==> config.mk <==
export PLATFORM = sky130hd
export DESIGN_NAME = mul_seq_param
export DESIGN_NICKNAME = d
export VERILOG_FILES = /design/src/rtl/mul_seq_param.sv
export SDC_FILE = /design/constraint.sdc
export NUM_CORES = 2
export LEC_CHECK = 0
export BUFFER_PORTS_ARGS = -buffer_cell sky130_fd_sc_hd__buf_2
export CORE_ASPECT_RATIO = 0.6
export CORE_MARGIN = 1.5
export CORE_UTILIZATION = 25
export CTS_CLUSTER_DIAMETER = 80
export DETAILED_ROUTE_END_ITERATION = 10
export PLACE_DENSITY_LB_ADDON = 0.05
export SLEW_MARGIN = 20
export SYNTH_ARGS = -nofsm -noshare
export SYNTH_HDL_FRONTEND = slang
export SYNTH_SLANG_ARGS = --single-unit
==> constraint.sdc <==
create_clock -name clk -period 6 [get_ports clk]
set_input_delay 0 -clock clk [delete_from_list [all_inputs] [get_ports clk]]
set_output_delay 0 -clock clk [all_outputs]
set_load 0.03 [all_outputs]
==> src/rtl/mul_seq_param.sv <==
// Iterative RV64 M-extension multiplier (MUL/MULH/MULHSU/MULHU), STEP bits per cycle.
// Ports: clk, rst_n, start, kill, op, a, b -> busy, done, s (selected word), p (full product).
module mul_seq_param #(
  parameter int WIDTH = 64,
  parameter int STEP  = 1
) (
  input  logic               clk,
  input  logic               rst_n,
  input  logic               start,
  input  logic               kill,
  input  logic [1:0]         op,
  input  logic [WIDTH-1:0]   a,
  input  logic [WIDTH-1:0]   b,
  output logic               busy,
  output logic               done,
  output logic [WIDTH-1:0]   s,
  output logic [2*WIDTH-1:0] p
);

  localparam int N  = WIDTH / STEP;
  localparam int CW = (N > 1) ? $clog2(N) : 1;
  localparam int W2 = 2 * WIDTH;
  localparam logic [CW-1:0] LAST = CW'(N - 1);

  typedef enum logic [1:0] {IDLE, CALC, FIN} state_e;

  state_e           state_q, state_d;
  logic [1:0]       op_q, op_d;
  logic             neg_q, neg_d;
  logic [W2-1:0]    ma_q, ma_d;
  logic [WIDTH-1:0] mb_q, mb_d;
  logic [W2-1:0]    acc_q, acc_d;
  logic [CW-1:0]    cnt_q, cnt_d;
  logic [W2-1:0]    p_q, p_d;
  logic [WIDTH-1:0] s_q, s_d;

  logic             sgn_a, sgn_b;
  logic             neg_a, neg_b;
  logic [WIDTH-1:0] abs_a, abs_b;
  logic [W2-1:0]    pp, sum, res;

  always_comb begin
    state_d = state_q;
    op_d    = op_q;
    neg_d   = neg_q;
    ma_d    = ma_q;
    mb_d    = mb_q;
    acc_d   = acc_q;
    cnt_d   = cnt_q;
    p_d     = p_q;
    s_d     = s_q;

    sgn_a = (op == 2'b01) || (op == 2'b10);
    sgn_b = (op == 2'b01);
    neg_a = sgn_a & a[WIDTH-1];
    neg_b = sgn_b & b[WIDTH-1];
    abs_a = neg_a ? -a : a;
    abs_b = neg_b ? -b : b;

    // multiplicand is pre-shifted each cycle, so the partial
    // product needs no variable shifter
    pp  = ma_q * {{(W2-STEP){1'b0}}, mb_q[STEP-1:0]};
    sum = acc_q + pp;
    res = neg_q ? -sum : sum;

    unique case (state_q)
      IDLE: begin
        if (start && !kill) begin
          op_d  = op;
          neg_d = neg_a ^ neg_b;
          ma_d  = {{WIDTH{1'b0}}, abs_a};
          mb_d  = abs_b;
          acc_d = '0;
          cnt_d = '0;
          if (a == '0 || b == '0) begin
            p_d     = '0;
            s_d     = '0;
            state_d = FIN;
          end else begin
            state_d = CALC;
          end
        end
      end
      CALC: begin
        if (kill) begin
          state_d = IDLE;
        end else begin
          acc_d = sum;
          ma_d  = ma_q << STEP;
          mb_d  = mb_q >> STEP;
          cnt_d = cnt_q + 1'b1;
          if (cnt_q == LAST) begin
            p_d     = res;
            s_d     = (op_q == 2'b00) ? res[WIDTH-1:0]
                                      : res[W2-1:WIDTH];
            state_d = FIN;
          end
        end
      end
      FIN:     state_d = IDLE;
      default: state_d = IDLE;
    endcase
  end

  always_ff @(posedge clk or negedge rst_n) begin
    if (!rst_n) begin
      state_q <= IDLE;
      op_q    <= '0;
      neg_q   <= 1'b0;
      ma_q    <= '0;
      mb_q    <= '0;
      acc_q   <= '0;
      cnt_q   <= '0;
      p_q     <= '0;
      s_q     <= '0;
    end else begin
      state_q <= state_d;
      op_q    <= op_d;
      neg_q   <= neg_d;
      ma_q    <= ma_d;
      mb_q    <= mb_d;
      acc_q   <= acc_d;
      cnt_q   <= cnt_d;
      p_q     <= p_d;
      s_q     <= s_d;
    end
  end

  assign busy = (state_q != IDLE);
  // a kill landing in FIN swallows the pulse
  assign done = (state_q == FIN) && !kill;
  assign s    = s_q;
  assign p    = p_q;

endmodule

==> impl_metrics.py <==
metrics = {
    "cts": {
        "clock_sinks": 523,
        "h-tree-depth": 2,
        "insertion_delay_ns": 0.71,
        "clockBufferDepth": 3,
        "cts_buffers": 61,
        "cts_tree": "done",
        "clk_pin_slew_ns": 0.06,
        "cts.root.buffer_cell": "clkbuf_16",
    },
    "power_and_ir_drop": {
        "powerDensity_nw_per_um2": 270.3,
        "p_int_uw": 9195,
        "seqPwrFrac_pct": 27.4,
        "power_frac_comb_pct": 47.1,
        "ir_drop_mv": 0.2722,
        "p_sw_uw": 6725,
        "clkPwrFrac_pct": 25.6,
        "leakage_uw": 0.02729,
        "switching_share_pct": 42.24,
    },
    "status": {
        "status": "finished, violations left",
        "violations": "negative hold slack, negative setup slack",
    },
    "sta": {
        "setup_ws_ns": -0.1576,
        "clock_skew_ns": 0.05002,
        "setup_viol": 32,
        "slew_violations": 0,
        "holdWs_ns": -0.02665,
        "post-route-min-period_ns": 6.158,
        "fmax_ghz": 0.1624,
        "rsz0062_at_grt": "true",
        "final_hold_viol_count": 1,
        "min_period_over_period_pct": 102.6,
        "tightest_slew_ns": 1.195,
        "relSlewSlack_pct": 19.74,
    },
    "yosys": {
        "synthTopCellsByArea": "dfrtp_1, nand2_1, o21ai_0",
        "ys_seq_area_share_pct": 33.35,
        "netlist_top_cells_count": "nand2_1, o21ai_0, dfrtp_1, a21oi_1, nor2_1",
        "synthArstFlopShare_pct": 100.0,
        "ys_seq_elements": 523,
        "yosys.area.top_type": "dfrtp_1",
        "syn_inst": 4935,
        "netlist_area_sq_um": 39240,
        "synth_nets": 5202,
        "synth.most_common_cell": "nand2_1",
        "ys.flop_type": "dfrtp_1",
        "synth_top_area_share_pct": 33.35,
        "ys_warn_count": 0,
        "synth_cell_types": 105,
        "syn_area_per_cell_sq_um": 7.952,
        "synth-edff-count": 0,
    },
    "route": {
        "via_per_inst": 5.314,
        "wl_per_cell_microns": 27.60,
        "firstDrtPassIters": 5,
        "num_vias": 46700,
        "drc": 0,
        "first_iter_violations": 5017,
        "wl_microns": 242500,
        "ant_nets": 0,
    },
    "worst_hold_path": {
        "hold_path_class": "input pin to flip-flop",
    },
    "setup_path": {
        "startpoint": "mb_q[0]",
        "timing.rr.start": "mb_q[0]",
        "r2r_slack_ns": -0.16,
        "crit_chain": "buf_12 > buf_16 > and2_1 > ha_1 > a21oi_1 > o21ai_0 > a21oi_1 > o21ai_1 > a41o_1 > buf_4 > o21ai_1 > a222oi_1 > buf_4 > nand4_1 > buf_4 > or3_4 > or4_4 > or4_4 > o21ai_4 > xnor2_2 > o221ai_1",
        "cp.depth": 21,
        "path_class": "flip-flop to flip-flop",
        "cp_slowest_cell": "o21ai_0",
        "crit_fanout": 41,
        "r2r.worst_path.cells": 21,
        "cp.required_ns": 6.54,
        "reg2reg_to": "s[55]",
        "arrival_ns": 6.70,
        "path_common_cell": "buf_4",
        "critPathLaunchType": "flip-flop",
        "cp-end-kind": "flip-flop",
        "timing.critical_path.buf_inv": 5,
        "critPathCapture": "s[55]",
        "slowest_delay_ns": 0.79,
        "crit_family": "compound AO/OA/AOI/OAI gates",
    },
    "placed_design": {
        "place_congestion": 1.031,
        "dp_hpwl_microns": 201500,
        "placed_area_sq_um": 52780,
        "io_buffers": 327,
        "post-place-cells": 8411,
        "detailedPlace.worstSlack_ns": -0.8438,
    },
    "floorplanning": {
        "die_h_microns": 309.9,
        "io_pins": 328,
        "initial_core_util_pct": 25.21,
        "core_area_sq_um": 155700,
        "fp.dieW_microns": 514.5,
        "fp-row-count": 112,
        "die_area_sq_um": 159400,
    },
    "layout": {
        "final_area_sq_um": 58910,
        "final_cells": 8788,
        "fin_nets": 6890,
        "drive_gt1_share_pct": 31.85,
        "syn_to_final_growth_pct": 50.11,
        "fillers": 16390,
        "final_core_util_pct": 37.84,
    },
    "global_routing": {
        "grt_pass1_wl_microns": 338300,
        "grt_max_degree": 148,
        "grt_pass1_vias": 43400,
        "gr-total-overflow": 0,
        "grt.total_usage_pct": 29.59,
        "antenna_found_initial": 21,
    },
    "run": {
        "drv_cap": 0,
    },
}
==> metal layers <==
metal	global-route usage, %	wire length (microns)
met1	50.92	133500
met5	0	13
met2	34.15	80610
met3	8.591	25790
met4	3.249	2648
==> stage by stage <==
| step | TNS, ns | total power (uW) |
|---|---|---|
| 2_1_floorplan | 0 | 6966 |
| 3_3_place_gp | -54.39 | 11190 |
| 3_5_place_dp | -52.89 | 11180 |
| 4_1_cts | -0.05596 | 15640 |
| 5_1_grt | -5.309 | 16630 |
| 6_report | -2.200 | 15920 |
==> layout by cell type, fill, tap and decap left out, types with 33 or more instances in the layout <==
master         synthesis  routed
nand4_1              121     121
and2_1               155     148
nand2_1              749     742
o21a_1                37      37
and4_1                34      34
o21ai_1               23      48
o21ai_0              527     494
nor4_1                55      41
dlygate4sd3_1          0     227
clkbuf_16              0      61
xnor2_1              177     163
nor3_1               112      99
o31ai_1               66      52
xor2_1               143     130
a22oi_1              136     131
or3_1                 51      43
a22o_1               102     102
a21oi_2               10      34
o211ai_1              36      36
a21oi_1              335     309
a211oi_1              38      33
ha_1                 132     115
nor2_1               316     297
buf_2                 33     326
a21o_1                63      63
inv_1                 52      51
dfrtp_1              523     521
nand3_1              151     146
buf_4                  4    1352
==> flip-flops by register name, indices dropped and copies added (netlist names) <==
| name | cells |
|---|---|
| acc_q | 128 |
| cnt_q | 6 |
| ma_q | 128 |
| mb_q | 64 |
| neg_q | 1 |
| op_q | 2 |
| p | 128 |
| s | 64 |
| state_q | 2 |
==> how the worst min path moves through the flow <==
stage / start / slack [ns] / depth (start not counted) / to
3_5_place_dp: rst_n / 0.07 / 1 / p[7]
2_1_floorplan: rst_n / -0.30 / 0 / acc_q[0]
3_3_place_gp: rst_n / 0.07 / 1 / p[7]
5_1_grt: b[0] / 0.004 / 4 / mb_q[0]
4_1_cts: b[0] / 0.01 / 4 / mb_q[0]
6_report: b[0] / -0.03 / 4 / mb_q[0]
==> logic make-up after synthesis <==
group | synth area share (%)
muxes | 0.6695
DFF | 33.35
and+or+nand+nor | 24.00
xor gates and xnor gates | 7.183
AOI/OAI and AO/OA | 26.81
adders and majority gates | 4.260
buffers and inverters | 3.721
==> worst min-delay path, cell delays in order <==
cell and delay [ns]:
buf_2 0.11, inv_1 0.06, nor2_1 0.10, a221o_1 0.29
==> cell type report <==
type / count / area [sq um] / share of cell area (%)
Multi-Input combinational cell: 4046 / 26160 / 44.41
Timing Repair Buffer: 1939 / 14670 / 24.91
Sequential cell: 523 / 13090 / 22.23
Tap cell: 2109 / 2639 / 4.480
Clock buffer: 86 / 1750 / 2.971
Clock inverter: 26 / 376.6 / 0.6393
Inverter: 52 / 195.2 / 0.3313
Antenna cell: 7 / 17.52 / 0.02974
==> power groups by stage <==
| stage | registers (uW) | clock network, uW | logic (uW) |
|---|---|---|---|
| 2_1_floorplan | 4140 | 0 | 2830 |
| 3_5_place_dp | 4380 | 0 | 6800 |
| 3_3_place_gp | 4390 | 0 | 6810 |
| 4_1_cts | 4320 | 4190 | 7130 |
| 5_1_grt | 4400 | 4340 | 7900 |
| 6_report | 4350 | 4070 | 7490 |
==> timing repair <==
| action | 4_1_cts | 5_1_grt |
|---|---|---|
| hold buffers | 228 | 0 |
| endpoints found under the setup margin | 113 | 102 |
| cloned | 1 | 0 |
| endpoints found under the hold margin | 292 | 0 |
| resized for setup | 151 | 159 |
| pin swaps | 23 | 36 |
| buffers inserted | 12 | 17 |
Note: power is estimated with default switching activity, not from simulation.
